<file path="src/rtl/ysyx_22040931_mem_arbiter.sv">
// ---------------------------------------------------------------------------
// ysyx_22040931_mem_arbiter
//
// Shares a single downstream memory port between the instruction-fetch (IF)
// and load/store (LSU) stages. Only one transaction is outstanding at a time.
// The request fields of the granted requester are captured into the mem_*
// registers and held stable until the downstream port accepts them.
//
// The LSU normally wins arbitration. A streak counter tracks consecutive LSU
// grants taken while a fetch was waiting; once it reaches LS_STREAK the fetch
// wins the next tie, so the front end cannot be starved. A front-end flush
// squashes a fetch that is still waiting for a grant, and marks an in-flight
// fetch so its response is swallowed when it arrives.
//
// Ports
//   clock, reset          : clock and synchronous active-high reset
//   if_req_valid/ready    : fetch request handshake, if_addr = fetch address
//   if_flush              : front-end flush
//   if_rsp_valid/data     : fetch response (single-cycle pulse)
//   ls_req_valid/ready    : LSU request handshake
//   ls_addr/wen/wdata/wmask : LSU request payload
//   ls_rsp_valid/data     : LSU completion (single-cycle pulse, load data)
//   mem_req_valid/ready   : downstream request handshake
//   mem_addr/wen/wdata/wmask : registered downstream request payload
//   mem_rsp_valid/data    : downstream response
//   busy                  : a transaction is in progress
// ---------------------------------------------------------------------------
module ysyx_22040931_mem_arbiter #(
    parameter int unsigned ADDR_W    = 32,
    parameter int unsigned DATA_W    = 64,
    parameter int unsigned LS_STREAK = 4
) (
    input  logic                  clock,
    input  logic                  reset,

    input  logic                  if_req_valid,
    output logic                  if_req_ready,
    input  logic [ADDR_W-1:0]     if_addr,
    input  logic                  if_flush,
    output logic                  if_rsp_valid,
    output logic [DATA_W-1:0]     if_rsp_data,

    input  logic                  ls_req_valid,
    output logic                  ls_req_ready,
    input  logic [ADDR_W-1:0]     ls_addr,
    input  logic                  ls_wen,
    input  logic [DATA_W-1:0]     ls_wdata,
    input  logic [DATA_W/8-1:0]   ls_wmask,
    output logic                  ls_rsp_valid,
    output logic [DATA_W-1:0]     ls_rsp_data,

    output logic                  mem_req_valid,
    input  logic                  mem_req_ready,
    output logic [ADDR_W-1:0]     mem_addr,
    output logic                  mem_wen,
    output logic [DATA_W-1:0]     mem_wdata,
    output logic [DATA_W/8-1:0]   mem_wmask,
    input  logic                  mem_rsp_valid,
    input  logic [DATA_W-1:0]     mem_rsp_data,

    output logic                  busy
);

    localparam int unsigned MASK_W   = DATA_W / 8;
    localparam int unsigned STREAK_W = 3;
    localparam logic [STREAK_W-1:0] STREAK_MAX = STREAK_W'(LS_STREAK);

    localparam logic OWNER_IF = 1'b0;
    localparam logic OWNER_LS = 1'b1;

    typedef enum logic [1:0] {
        S_IDLE = 2'd0,
        S_REQ  = 2'd1,
        S_WAIT = 2'd2
    } state_t;

    state_t                state;
    state_t                state_nxt;
    logic                  owner;
    logic                  drop;
    logic [STREAK_W-1:0]   streak;

    logic                  ife;
    logic                  ls_win;
    logic                  if_grant;
    logic                  ls_grant;
    logic                  rsp_fire;

    // Arbitration: LSU wins unless a fetch is pending and the LSU streak
    // has reached its limit. Grants only happen in IDLE and never in reset.
    always_comb begin
        ife      = if_req_valid & ~if_flush;
        ls_win   = ls_req_valid & ~(ife & (streak == STREAK_MAX));
        ls_grant = ~reset & (state == S_IDLE) & ls_win;
        if_grant = ~reset & (state == S_IDLE) & ife & ~ls_win;
    end

    assign ls_req_ready = ls_grant;
    assign if_req_ready = if_grant;

    // Response routing: a flushed fetch (recorded in drop, or flushed in the
    // very cycle the data returns) is completed downstream but not forwarded.
    always_comb begin
        rsp_fire     = ~reset & (state == S_WAIT) & mem_rsp_valid;
        if_rsp_valid = rsp_fire & (owner == OWNER_IF) & ~drop & ~if_flush;
        ls_rsp_valid = rsp_fire & (owner == OWNER_LS);
    end

    assign if_rsp_data = mem_rsp_data;
    assign ls_rsp_data = mem_rsp_data;

    assign mem_req_valid = (state == S_REQ);
    assign busy          = (state != S_IDLE);

    // Next-state logic.
    always_comb begin
        state_nxt = state;
        unique case (state)
            S_IDLE: if (if_grant || ls_grant) state_nxt = S_REQ;
            S_REQ:  if (mem_req_ready)        state_nxt = S_WAIT;
            S_WAIT: if (mem_rsp_valid)        state_nxt = S_IDLE;
            default:                          state_nxt = S_IDLE;
        endcase
    end

    // State register.
    always_ff @(posedge clock) begin
        if (reset) begin
            state <= S_IDLE;
        end else begin
            state <= state_nxt;
        end
    end

    // Ownership, flush tracking and LSU streak counter.
    always_ff @(posedge clock) begin
        if (reset) begin
            owner  <= OWNER_IF;
            drop   <= 1'b0;
            streak <= '0;
        end else begin
            if (if_grant || ls_grant) begin
                owner <= ls_grant ? OWNER_LS : OWNER_IF;
                drop  <= 1'b0;
            end else if ((state != S_IDLE) && (owner == OWNER_IF) && if_flush) begin
                drop  <= 1'b1;
            end

            // Only LSU grants that actually overtook a waiting fetch count.
            if (ls_grant) begin
                if (ife) begin
                    if (streak != STREAK_MAX) begin
                        streak <= streak + STREAK_W'(1);
                    end
                end else begin
                    streak <= '0;
                end
            end else if (if_grant) begin
                streak <= '0;
            end
        end
    end

    // Request payload capture; a fetch is always a plain read.
    always_ff @(posedge clock) begin
        if (reset) begin
            mem_addr  <= '0;
            mem_wen   <= 1'b0;
            mem_wdata <= '0;
            mem_wmask <= '0;
        end else if (ls_grant) begin
            mem_addr  <= ls_addr;
            mem_wen   <= ls_wen;
            mem_wdata <= ls_wdata;
            mem_wmask <= ls_wmask;
        end else if (if_grant) begin
            mem_addr  <= if_addr;
            mem_wen   <= 1'b0;
            mem_wdata <= '0;
            mem_wmask <= MASK_W'(0);
        end
    end

endmodule

</file>
<file path="config.mk">
export PLATFORM = sky130hd
export DESIGN_NAME = ysyx_22040931_mem_arbiter
export DESIGN_NICKNAME = d
export VERILOG_FILES = /design/src/rtl/ysyx_22040931_mem_arbiter.sv
export SDC_FILE = /design/constraint.sdc
export NUM_CORES = 1
export LEC_CHECK = 0
export CORE_AREA = 2 2 174 176
export CTS_CLUSTER_DIAMETER = 40
export DETAILED_ROUTE_END_ITERATION = 7
export DIE_AREA = 0 0 176 178
export MAX_ROUTING_LAYER = met4
export PLACE_DENSITY = 0.6
export REMOVE_ABC_BUFFERS = 1
export SYNTH_ARGS = -nofsm -noshare
export SYNTH_HDL_FRONTEND = slang
export SYNTH_SLANG_ARGS = --single-unit
</file>
<file path="constraint.sdc">
create_clock -name clock -period 1.7 [get_ports clock]
set_clock_uncertainty 0.2 [all_clocks]
set_input_delay 0.17 -clock clock [delete_from_list [all_inputs] [get_ports clock]]
set_output_delay 0.17 -clock clock [all_outputs]
set_load 0.05 [all_outputs]
</file>
==> results of run 1 <==
==> report_power, final <==
part           switching [W]  leakage [nW]  internal (W)
clock network        0.00107         0.144       0.00116
registers           0.000121         0.922       0.00283
logic                0.00128          2.35       0.00105
==> cells in the final DEF (no fill, tap or decap), types with 4 or more instances in the layout <==
master,Yosys,final
clkdlybuf4s50_1,0,143
buf_4,132,135
dfxtp_1,112,109
a22o_1,73,72
nand2_1,68,65
a22oi_1,24,24
buf_12,0,23
clkbuf_16,0,12
a22oi_2,9,9
buf_16,0,9
buf_6,3,8
inv_2,0,4
nor2_1,6,4
==> layout make-up <==
cell class                 count  area share, %
timing repair buffer         325           42.7
sequential                   112           28.2
multi-input combinational    205           18.9
tap                          390           6.13
clock buffer                   9           2.83
clock inverter                 6          0.943
inverter                       7          0.330
==> routing by layer <==
| layer | vias to the layer above | part of all wire (%) |
|---|---|---|
| met5 | - | 0 |
| met4 | 0 | 1.2 |
| met3 | 25 | 21 |
| met2 | 459 | 44 |
| met1 | 2026 | 34 |
| li1 | 1908 | - |
==> path summary, 6_finish.rpt <==
path                     from         endpoint  slack, ps  cells past startpoint
max                  state[1]     if_req_ready       -390                      4
min          mem_rsp_data[32]  if_rsp_data[32]        140                      0
max reg2reg          state[1]     mem_addr[12]       -340                      8
min reg2reg      mem_addr[12]     mem_addr[12]        240                      2
==> registers in the layout, indices dropped and copies added, names as in the netlist <==
register / flops
state: 2
drop: 1
mem_wmask: 8
owner: 1
mem_addr: 32
mem_wen: 1
streak: 3
mem_wdata: 64
==> critical path, stage by stage (launching register included) <==
cell and delay, ps:
dfxtp_1 320, or4b_4 560, a211oi_4 210, buf_12 150, buf_12 130
==> cell families after synthesis <==
group	synth area share, %
compound gates	21.5
fa+ha+maj	0.522
buf+inv	23.8
flops	46.8
simple gates	7.39
==> timing repair <==
action / 4_1_cts / 5_1_grt
gates resized for setup: 49 / 13
setup buffers: 14 / 9
cloned: 12 / 3
pin swaps: 28 / 6
endpoints found under the setup margin: 111 / 116
==> metrics by stage <==
stage / worst slack, ps / TNS [ps] / std cells / area (um2) / power, W
floorplan: -2010 / -215670 / 323 / 3680 / 0.00405
global placement: -446 / -33810 / 1003 / 6920 / 0.00502
detailed placement: -488 / -36320 / 1003 / 6920 / 0.00503
CTS: -426 / -23330 / 1044 / 7810 / 0.00759
global route: -452 / -34160 / 1054 / 7960 / 0.00787
finish: -391 / -30250 / 1054 / 7960 / 0.00752
==> impl_metrics.csv, run 1 <==
group,metric,value,unit
synthesis,post-synth-top-count-cell,"buf_4",
sta,setup_ws,-391,ps
floorplan,initial_core_util,16.3,%
finish,final_util,27.1,%
routing,drc_errors,0,
synthesis,synth_ff_type,"dfxtp_1",
outcome,violations,"setup timing",
placement,gp_congestion,0.798,
floorplan,die_area,0.0313,mm2
cts,clock_latency,350,ps
sta,setup-violations-final,116,
global_routing,met3_usage,18.8,%
floorplan,core_area,0.0294,mm2
sta,fin_crit,2090,ps
cts,cts_root_buf,"clkbuf_16",
worst_setup_path,end_kind,"primary output",
global_routing,grt-ovfl-total,0,
placement,port_buffers,254,
synthesis,ys_warn_count,0,
finish,n_antenna_cell,0,
routing,routed_wirelength,30100,um
power_and_ir_drop,vdd_drop_max,431,uV
routing,vias,4418,
synthesis,syn_inst,478,
cts,cts.path.max_buffers,2,
sta,rsz0062_at_grt,"true",
finish,nFillCells,3083,
sta,finalCritPeriodShare,123,%
routing,post_drt_wl_per_cell,28.6,um
cts,hold_buffers,0,
synthesis,synthTopCellsByCount,"buf_4, dfxtp_1, a22o_1",
routing,routed_via_density,4.19,
routing,dr.first_iter.drc_count,190,
worst_setup_path,cp.required,1330,ps
synthesis,ys_ff_latch,112,
finish,drive_above_1_share,34.6,%
floorplan,pin_count,447,
synthesis,yosysTopAreaCell,"dfxtp_1",
cts,htreeDepth,3,
flow_run,cap_violations,0,
floorplan,die_h,178,um
global_routing,grt_max_degree,28,
sta,hold_violations,0,
outcome,status,"finished, violations left",
worst_setup_path,worstSetupPathType,"flop to primary output",
cts,cts.sinks,112,
placement,dpl.hpwl,22800,um
synthesis,netlist_area,0.00479,mm2
routing,antenna_left,0,
global_routing,antenna_found_initial,0,
sta,max_slew_margin,79.6,%
global_routing,grt-busiest-layer,"met2",
sta,hold_slack,140,ps
cts,clk_pin_slew,80,ps
sta,maxSlewViolCount,0,
sta,max_freq,478,MHz
synthesis,netlist.area_leader.share,46.8,%
synthesis,ys_seq_area_share,46.8,%
global_routing,use_met1,17.2,%
power_and_ir_drop,p_per_area,945,mW/mm2
synthesis,synth.avg_cell_area,10.0,um2
power_and_ir_drop,leakage,3.42,nW
synthesis,synthArstFlopShare,0,%
floorplan,die_w,176,um
sta,worstMarginPinSlew,306,ps
global_routing,grt_pass1_wl,38200,um
synthesis,synth_edf_count,0,
synthesis,synthTopCellsByArea,"dfxtp_1, buf_4, a22o_1",
global_routing,met2_usage,28.3,%
finish,syn_to_final_growth,66.2,%
global_routing,grt_use_total,18.8,%
worst_setup_path,worstPathMaxFanout,2,
worst_setup_path,worstPathArrival,1720,ps
finish,multi_input_area,0.00150,mm2
global_routing,grt_pass1_vias,4277,
worst_setup_path,critPathLaunchType,"flop",
min_path,hold_path.class,"primary input to primary output",
finish,register_area,0.00225,mm2
synthesis,yosysUniqueCellTypes,31,
routing,drtPass1Iterations,4,
cts,cts_tree,"yes",
cts,numCtsBuffers,9,
floorplan,rows,63,
finish,fin_nets,870,
(Power assumes the default switching activity.)
==> run 2, diff against run 1 <==
- ABC_AREA: default -> 1
- CORE_AREA: 2 2 174 176 -> 2 2 173 175
- DIE_AREA: 0 0 176 178 -> 0 0 175 177
- PLACE_DENSITY: 0.6 -> 0.64
- SETUP_SLACK_MARGIN: default -> 0.15
==> run 2 against run 1 <==
  * The flow still finishes with violations (setup timing)
  * Critical path depth grew 7
  * Clock-buffer cell count is the same
  * Flip-flop and latch count is the same
  * Critical path type is now flop to flop
==> impl_metrics.csv, run 2 <==
group,metric,value,unit
finish,largest_reg_flops,64,
synthesis,netlist_area,0.00567,mm2
routing,dr.first_iter.drc_count,192,
power_and_ir_drop,p_switching,0.00286,W
worst_setup_path,critPathLaunchType,"flop",
global_routing,antenna_found_initial,0,
worst_setup_path,worstPathMaxFanout,4,
cts,cts_tree,"yes",
sta,max_freq,536,MHz
routing,drc_errors,0,
synthesis,synthArstFlopShare,0,%
synthesis,synth.avg_cell_area,7.67,um2
finish,regMostFlops,"mem_wdata",
routing,routed_wirelength,31400,um
cts,clock_latency,350,ps
finish,reg_top3,"mem_wdata x64, mem_addr x32, mem_wmask x8",
synthesis,syn_inst,739,
synthesis,ys_ff_latch,112,
worst_setup_path,worstSetupPathType,"flop to flop",
sta,setup_ws,-166,ps
finish,nFillCells,2988,
finish,syn_to_final_growth,67.9,%
power_and_ir_drop,vdd_drop_max,389,uV
floorplan,rows,63,
cts,cts_root_buf,"clkbuf_16",
synthesis,synth_ff_type,"dfxtp_1",
sta,maxSlewViolCount,0,
outcome,violations,"setup timing",
global_routing,grt_pass1_wl,40800,um
worst_setup_path,cp.required,1800,ps
global_routing,grt-ovfl-total,0,
placement,gp_congestion,0.810,
sta,hold_violations,0,
routing,antenna_left,0,
synthesis,ys_seq_area_share,39.5,%
cts,htreeDepth,3,
floorplan,core_area,0.0292,mm2
finish,n_antenna_cell,0,
finish,final_cell_mix,"clkdlybuf4s50_1, inv_1, buf_4",
sta,finalCritPeriodShare,110,%
power_and_ir_drop,pwr-share-clk,28.1,%
floorplan,die_h,177,um
synthesis,netlist.area_leader.share,39.5,%
sta,setup-violations-final,112,
min_path,hold_path.class,"primary input to primary output",
routing,post_drt_wl_per_cell,23.6,um
finish,drive_above_1_share,41.5,%
synthesis,synthTopCellsByCount,"inv_1, buf_4, nand2_1",
placement,dpl.hpwl,22300,um
floorplan,initial_core_util,19.4,%
placement,port_buffers,254,
cts,numCtsBuffers,9,
synthesis,ys_warn_count,0,
floorplan,die_w,175,um
global_routing,grt_use_total,19.6,%
floorplan,die_area,0.0310,mm2
routing,routed_via_density,4.25,
cts,clk_pin_slew,90,ps
power_and_ir_drop,leakage,4.26,nW
synthesis,synth_edf_count,0,
min_path,hold_start,"mem_rsp_data[3]",
routing,drtPass1Iterations,4,
synthesis,yosysUniqueCellTypes,24,
cts,hold_buffers,0,
power_and_ir_drop,p_sw_share,35.3,%
finish,fin_nets,1148,
outcome,status,"finished, violations left",
power_and_ir_drop,p_total,0.00810,W
worst_setup_path,end_kind,"flop",
finish,mostFrequentLayoutCell,"clkdlybuf4s50_1",
floorplan,pin_count,447,
worst_setup_path,reg2reg_from,"streak[0]",
sta,max_slew_margin,81.3,%
placement,pre_cts_ws,-373,ps
synthesis,post-synth-top-count-cell,"inv_1",
power_and_ir_drop,p_seq_share,37.0,%
synthesis,yosysTopAreaCell,"dfxtp_1",
cts,cts.sinks,112,
sta,rsz0062_at_grt,"true",
global_routing,grt_pass1_vias,5378,
sta,worstMarginPinSlew,281,ps
power_and_ir_drop,combPwrFrac,35.0,%
routing,vias,5660,
synthesis,synthTopCellsByArea,"dfxtp_1, buf_4, inv_1",
worst_setup_path,cp-startpoint,"streak[0]",
power_and_ir_drop,p_per_area,852,mW/mm2
worst_setup_path,worstPathArrival,1960,ps
flow_run,cap_violations,0,
power_and_ir_drop,p_int,0.00524,W
global_routing,grt_max_degree,32,
sta,fin_crit,1870,ps
cts,cts.path.max_buffers,2,
==> run 2: worst max-delay path, cell delays in order (launching register included) <==
cell and delay, ps:
dfxtp_2 330, inv_2 80, ha_4 140, nand2_2 50, inv_2 70, nand2_4 60, nand3_4 80, buf_6 100
nand3_4 150, buf_12 190, bufbuf_16 270, o21ai_2 90
==> run 2: repair_timing <==
item,4_1_cts,5_1_grt
gates cloned,14,6
setup endpoints to repair,117,117
resized for setup,150,96
endpoints found under the hold margin,0,0
setup buffers,23,8
pin swaps,10,2
==> run 2: power groups by stage <==
| stage | clock network, W | registers [W] | logic, W |
|---|---|---|---|
| 2_1_floorplan | 0 | 0.00381 | 0.000462 |
| 3_3_place_gp | 0 | 0.00304 | 0.00226 |
| 3_5_place_dp | 0 | 0.00305 | 0.00227 |
| 4_1_cts | 0.00236 | 0.00299 | 0.00266 |
| 5_1_grt | 0.00245 | 0.00302 | 0.00296 |
| 6_report | 0.00227 | 0.00300 | 0.00283 |
==> run 2: area by class of cell <==
class                           count  area (um2)  share of cell area [%]
Sequential cell                   112        2250                    23.6
Clock buffer                        9         225                    2.37
Clock inverter                      7        83.8                   0.881
Inverter                          150         568                    5.97
Multi-Input combinational cell    314        2160                    22.7
Tap cell                          390         488                    5.13
Timing Repair Buffer              351        3740                    39.4
==> run 2: logic make-up after synthesis <==
| kind of cell | Yosys count | share of synthesized area, % |
|---|---|---|
| compound gates | 116 | 13.6 |
| fa+ha+maj | 2 | 0.441 |
| buf+inv | 313 | 30.5 |
| flops | 112 | 39.5 |
| simple gates | 196 | 15.9 |
==> run 2: final timing paths <==
kind,depth (start not counted),slack [ps],endpoint
max,11,-170,mem_wdata[31]
min reg2reg,2,260,mem_wdata[58]
min,0,140,ls_rsp_data[3]
max reg2reg,11,-170,mem_wdata[31]
==> run 2: through the flow <==
step / hold slack (ps) / TNS [ps] / util, % / cell area, um2 / instances
floorplan: 39.1 / -161230 / - / 4500 / 576
global placement: 141 / -26170 / 26.6 / 7770 / 1266
detailed placement: 141 / -29470 / 26.6 / 7770 / 1266
CTS: 141 / -7970 / 30.9 / 9030 / 1319
global route: 141 / -16240 / 32.5 / 9520 / 1333
finish: 141 / -8870 / 32.5 / 9520 / 1333
==> run 2: layer usage <==
| layer | GRT usage [%] | up-vias | wire (um) |
|---|---|---|---|
| met4 | 4.34 | 0 | 456 |
| met1 | 19.5 | 2606 | 11700 |
| met5 | - | - | 0 |
| met2 | 29.5 | 469 | 13800 |
| li1 | - | 2559 | - |
| met3 | 16.5 | 26 | 5520 |
==> run 3, diff against run 2 <==
- PLACE_DENSITY: 0.64 -> 0.56
==> run 3 against run 2 <==
  * The flow still finishes with violations (setup timing)
  * Flip-flop and latch count is the same
  * Routed wire length decreased by 2.7%
  * Sequential share of layout area fell by 0.094 points
  * Clock-buffer cell count did not move
  * Worst setup slack worse by 5.4 ps
  * First-iteration DRC count rose by 2.1%
  * Clock power down 6%
  * Die area unchanged
  * Cell count decreased by 1.3%
  * Critical endpoint is now ls_req_ready
  * Highest routed layer unchanged
==> impl_metrics.csv, run 3 (synthesis gave the netlist of run 2 again) <==
group,metric,value,unit
outcome,status,"finished, violations left",
outcome,violations,"setup timing",
routing,top_layer_used,"met4",
sta,maxSlewViolCount,0,
routing,routed_via_density,4.10,
finish,largest_reg_flops,64,
cts,cts.path.max_buffers,2,
cts,hold_buffers,0,
routing,met3_length,5700,um
placement,dpl.hpwl,23600,um
power_and_ir_drop,p_total,0.00794,W
floorplan,die_h,177,um
sta,hold_violations,0,
routing,post_drt_wl_per_cell,23.2,um
min_path,whs_path_depth,0,
global_routing,grt_pass1_wl,39200,um
finish,final_cell_mix,"clkdlybuf4s50_1, inv_1, buf_4",
global_routing,grt_pass1_vias,5029,
placement,gp_congestion,0.878,
placement,pre_cts_ws,-284,ps
routing,routed_wirelength,30600,um
worst_setup_path,rr_worst_depth,12,
worst_setup_path,worstPathMaxFanout,2,
routing,drc_errors,0,
cts,cts.sinks,112,
power_and_ir_drop,leakage,4.13,nW
routing,vias,5394,
finish,drive_above_1_share,43.0,%
routing,m1WireLength,10300,um
floorplan,initial_core_util,19.4,%
finish,fin_nets,1130,
sta,max_slew_margin,81.5,%
floorplan,die_w,175,um
floorplan,pin_count,447,
worst_setup_path,r2r_end,"mem_wdata[26]",
sta,setup-violations-final,97,
min_path,hold_end,"if_rsp_data[13]",
finish,reg_top3,"mem_wdata x64, mem_addr x32, mem_wmask x8",
routing,drtPass1Iterations,4,
power_and_ir_drop,p_seq_share,37.7,%
power_and_ir_drop,p_switching,0.00288,W
power_and_ir_drop,p_int,0.00506,W
floorplan,rows,63,
global_routing,grt-ovfl-total,0,
cts,numCtsBuffers,9,
global_routing,grt_use_total,18.8,%
worst_setup_path,cp.required,1330,ps
flow_run,cap_violations,0,
finish,mostFrequentLayoutCell,"clkdlybuf4s50_1",
finish,syn_to_final_growth,68.4,%
worst_setup_path,worstPathArrival,1500,ps
sta,setup_ws,-172,ps
cts,clk_pin_slew,80,ps
worst_setup_path,reg2reg_slack,-160,ps
sta,setup_tns,-5500,ps
finish,nFillCells,3002,
worst_setup_path,end_kind,"primary output",
sta,worstMarginPinSlew,278,ps
global_routing,grt_max_degree,35,
sta,finalCritPeriodShare,110,%
power_and_ir_drop,combPwrFrac,35.4,%
worst_setup_path,reg2reg_from,"streak[0]",
routing,dr.first_iter.drc_count,196,
sta,fin_crit,1870,ps
global_routing,antenna_found_initial,2,
placement,port_buffers,254,
worst_setup_path,worstSetupPathType,"flop to primary output",
cts,htreeDepth,3,
sta,rsz0062_at_grt,"true",
floorplan,die_area,0.0310,mm2
finish,regMostFlops,"mem_wdata",
worst_setup_path,critPathLaunchType,"flop",
min_path,hold_path.class,"primary input to primary output",
finish,final_util,32.6,%
cts,clock_latency,360,ps
floorplan,core_area,0.0292,mm2
power_and_ir_drop,vdd_drop_max,438,uV
cts,cts_tree,"yes",
power_and_ir_drop,pwr-share-clk,27.0,%
power_and_ir_drop,p_per_area,832,mW/mm2
routing,met2WireLength,14400,um
routing,antenna_left,0,
min_path,hold_start,"mem_rsp_data[13]",
power_and_ir_drop,p_sw_share,36.2,%
sta,max_freq,534,MHz
cts,cts_root_buf,"clkbuf_16",
[run 3: changes by cell type in the layout (fill, tap and decap cells not counted), moves of 15 or more]
cell	previous run	this run
buf_4	141	126
nand2_1	56	80
nand2_2	40	21
nand3_1	29	2
nand3_2	7	24
o21ai_1	28	11
o21ai_2	79	96
[run 3: how the worst max path moves through the flow]
stage                         start       endpoint  cells past startpoint
after floorplan               reset  mem_wdata[38]                      6
after global placement        reset   ls_req_ready                      8
after detailed placement      reset   ls_req_ready                      8
after CTS                 streak[0]   ls_req_ready                      9
after global routing      streak[0]   ls_req_ready                      9
final                     streak[0]   ls_req_ready                      9
[run 3: power by group through the flow]
stage | logic (W) | clock network [W] | registers (W)
global placement | 0.00225 | 0 | 0.00303
CTS | 0.00253 | 0.00223 | 0.00299
floorplan | 0.000462 | 0 | 0.00381
finish | 0.00281 | 0.00214 | 0.00299
detailed placement | 0.00225 | 0 | 0.00304
global route | 0.00295 | 0.00232 | 0.00301
[run 3: worst max-delay path: stages, from the launching register on]
cell and delay [ps]:
dfxtp_2 350, inv_2 60, ha_4 150, nand2_2 60, inv_2 40, nand2_4 70, nand3_4 80, inv_4 90
buf_12 110, buf_12 120
[run 3: layout make-up]
| type | count | area [um2] | area share [%] |
|---|---|---|---|
| antenna | 2 | 5.00 | 0.0524 |
| tap | 390 | 488 | 5.11 |
| inverter | 150 | 576 | 6.03 |
| timing repair buffer | 333 | 3580 | 37.5 |
| clock inverter | 6 | 52.6 | 0.551 |
| clock buffer | 9 | 225 | 2.36 |
| sequential | 112 | 2250 | 23.5 |
| multi-input combinational | 314 | 2370 | 24.8 |
[run 3: metal layers]
layer  track usage [%]  vias up
met1              17.2     2461
met3              17.1       16
met5                 -        -
li1                  -     2529
met2              29.7      388
met4              3.09        0
[run 3: stage by stage]
| step | hold slack (ps) | std cells | cell area [um2] |
|---|---|---|---|
| after global placement | 142 | 1259 | 7690 |
| final | 141 | 1316 | 9540 |
| after floorplan | 39.1 | 576 | 4500 |
| after CTS | 142 | 1301 | 8610 |
| after global routing | 140 | 1316 | 9540 |
| after detailed placement | 142 | 1259 | 7690 |
[run 3: what timing repair did]
action | in CTS | in global routing
setup buffers | 19 | 5
pin swaps | 7 | 4
setup endpoints to repair | 116 | 117
resized for setup | 98 | 195
gates cloned | 8 | 9
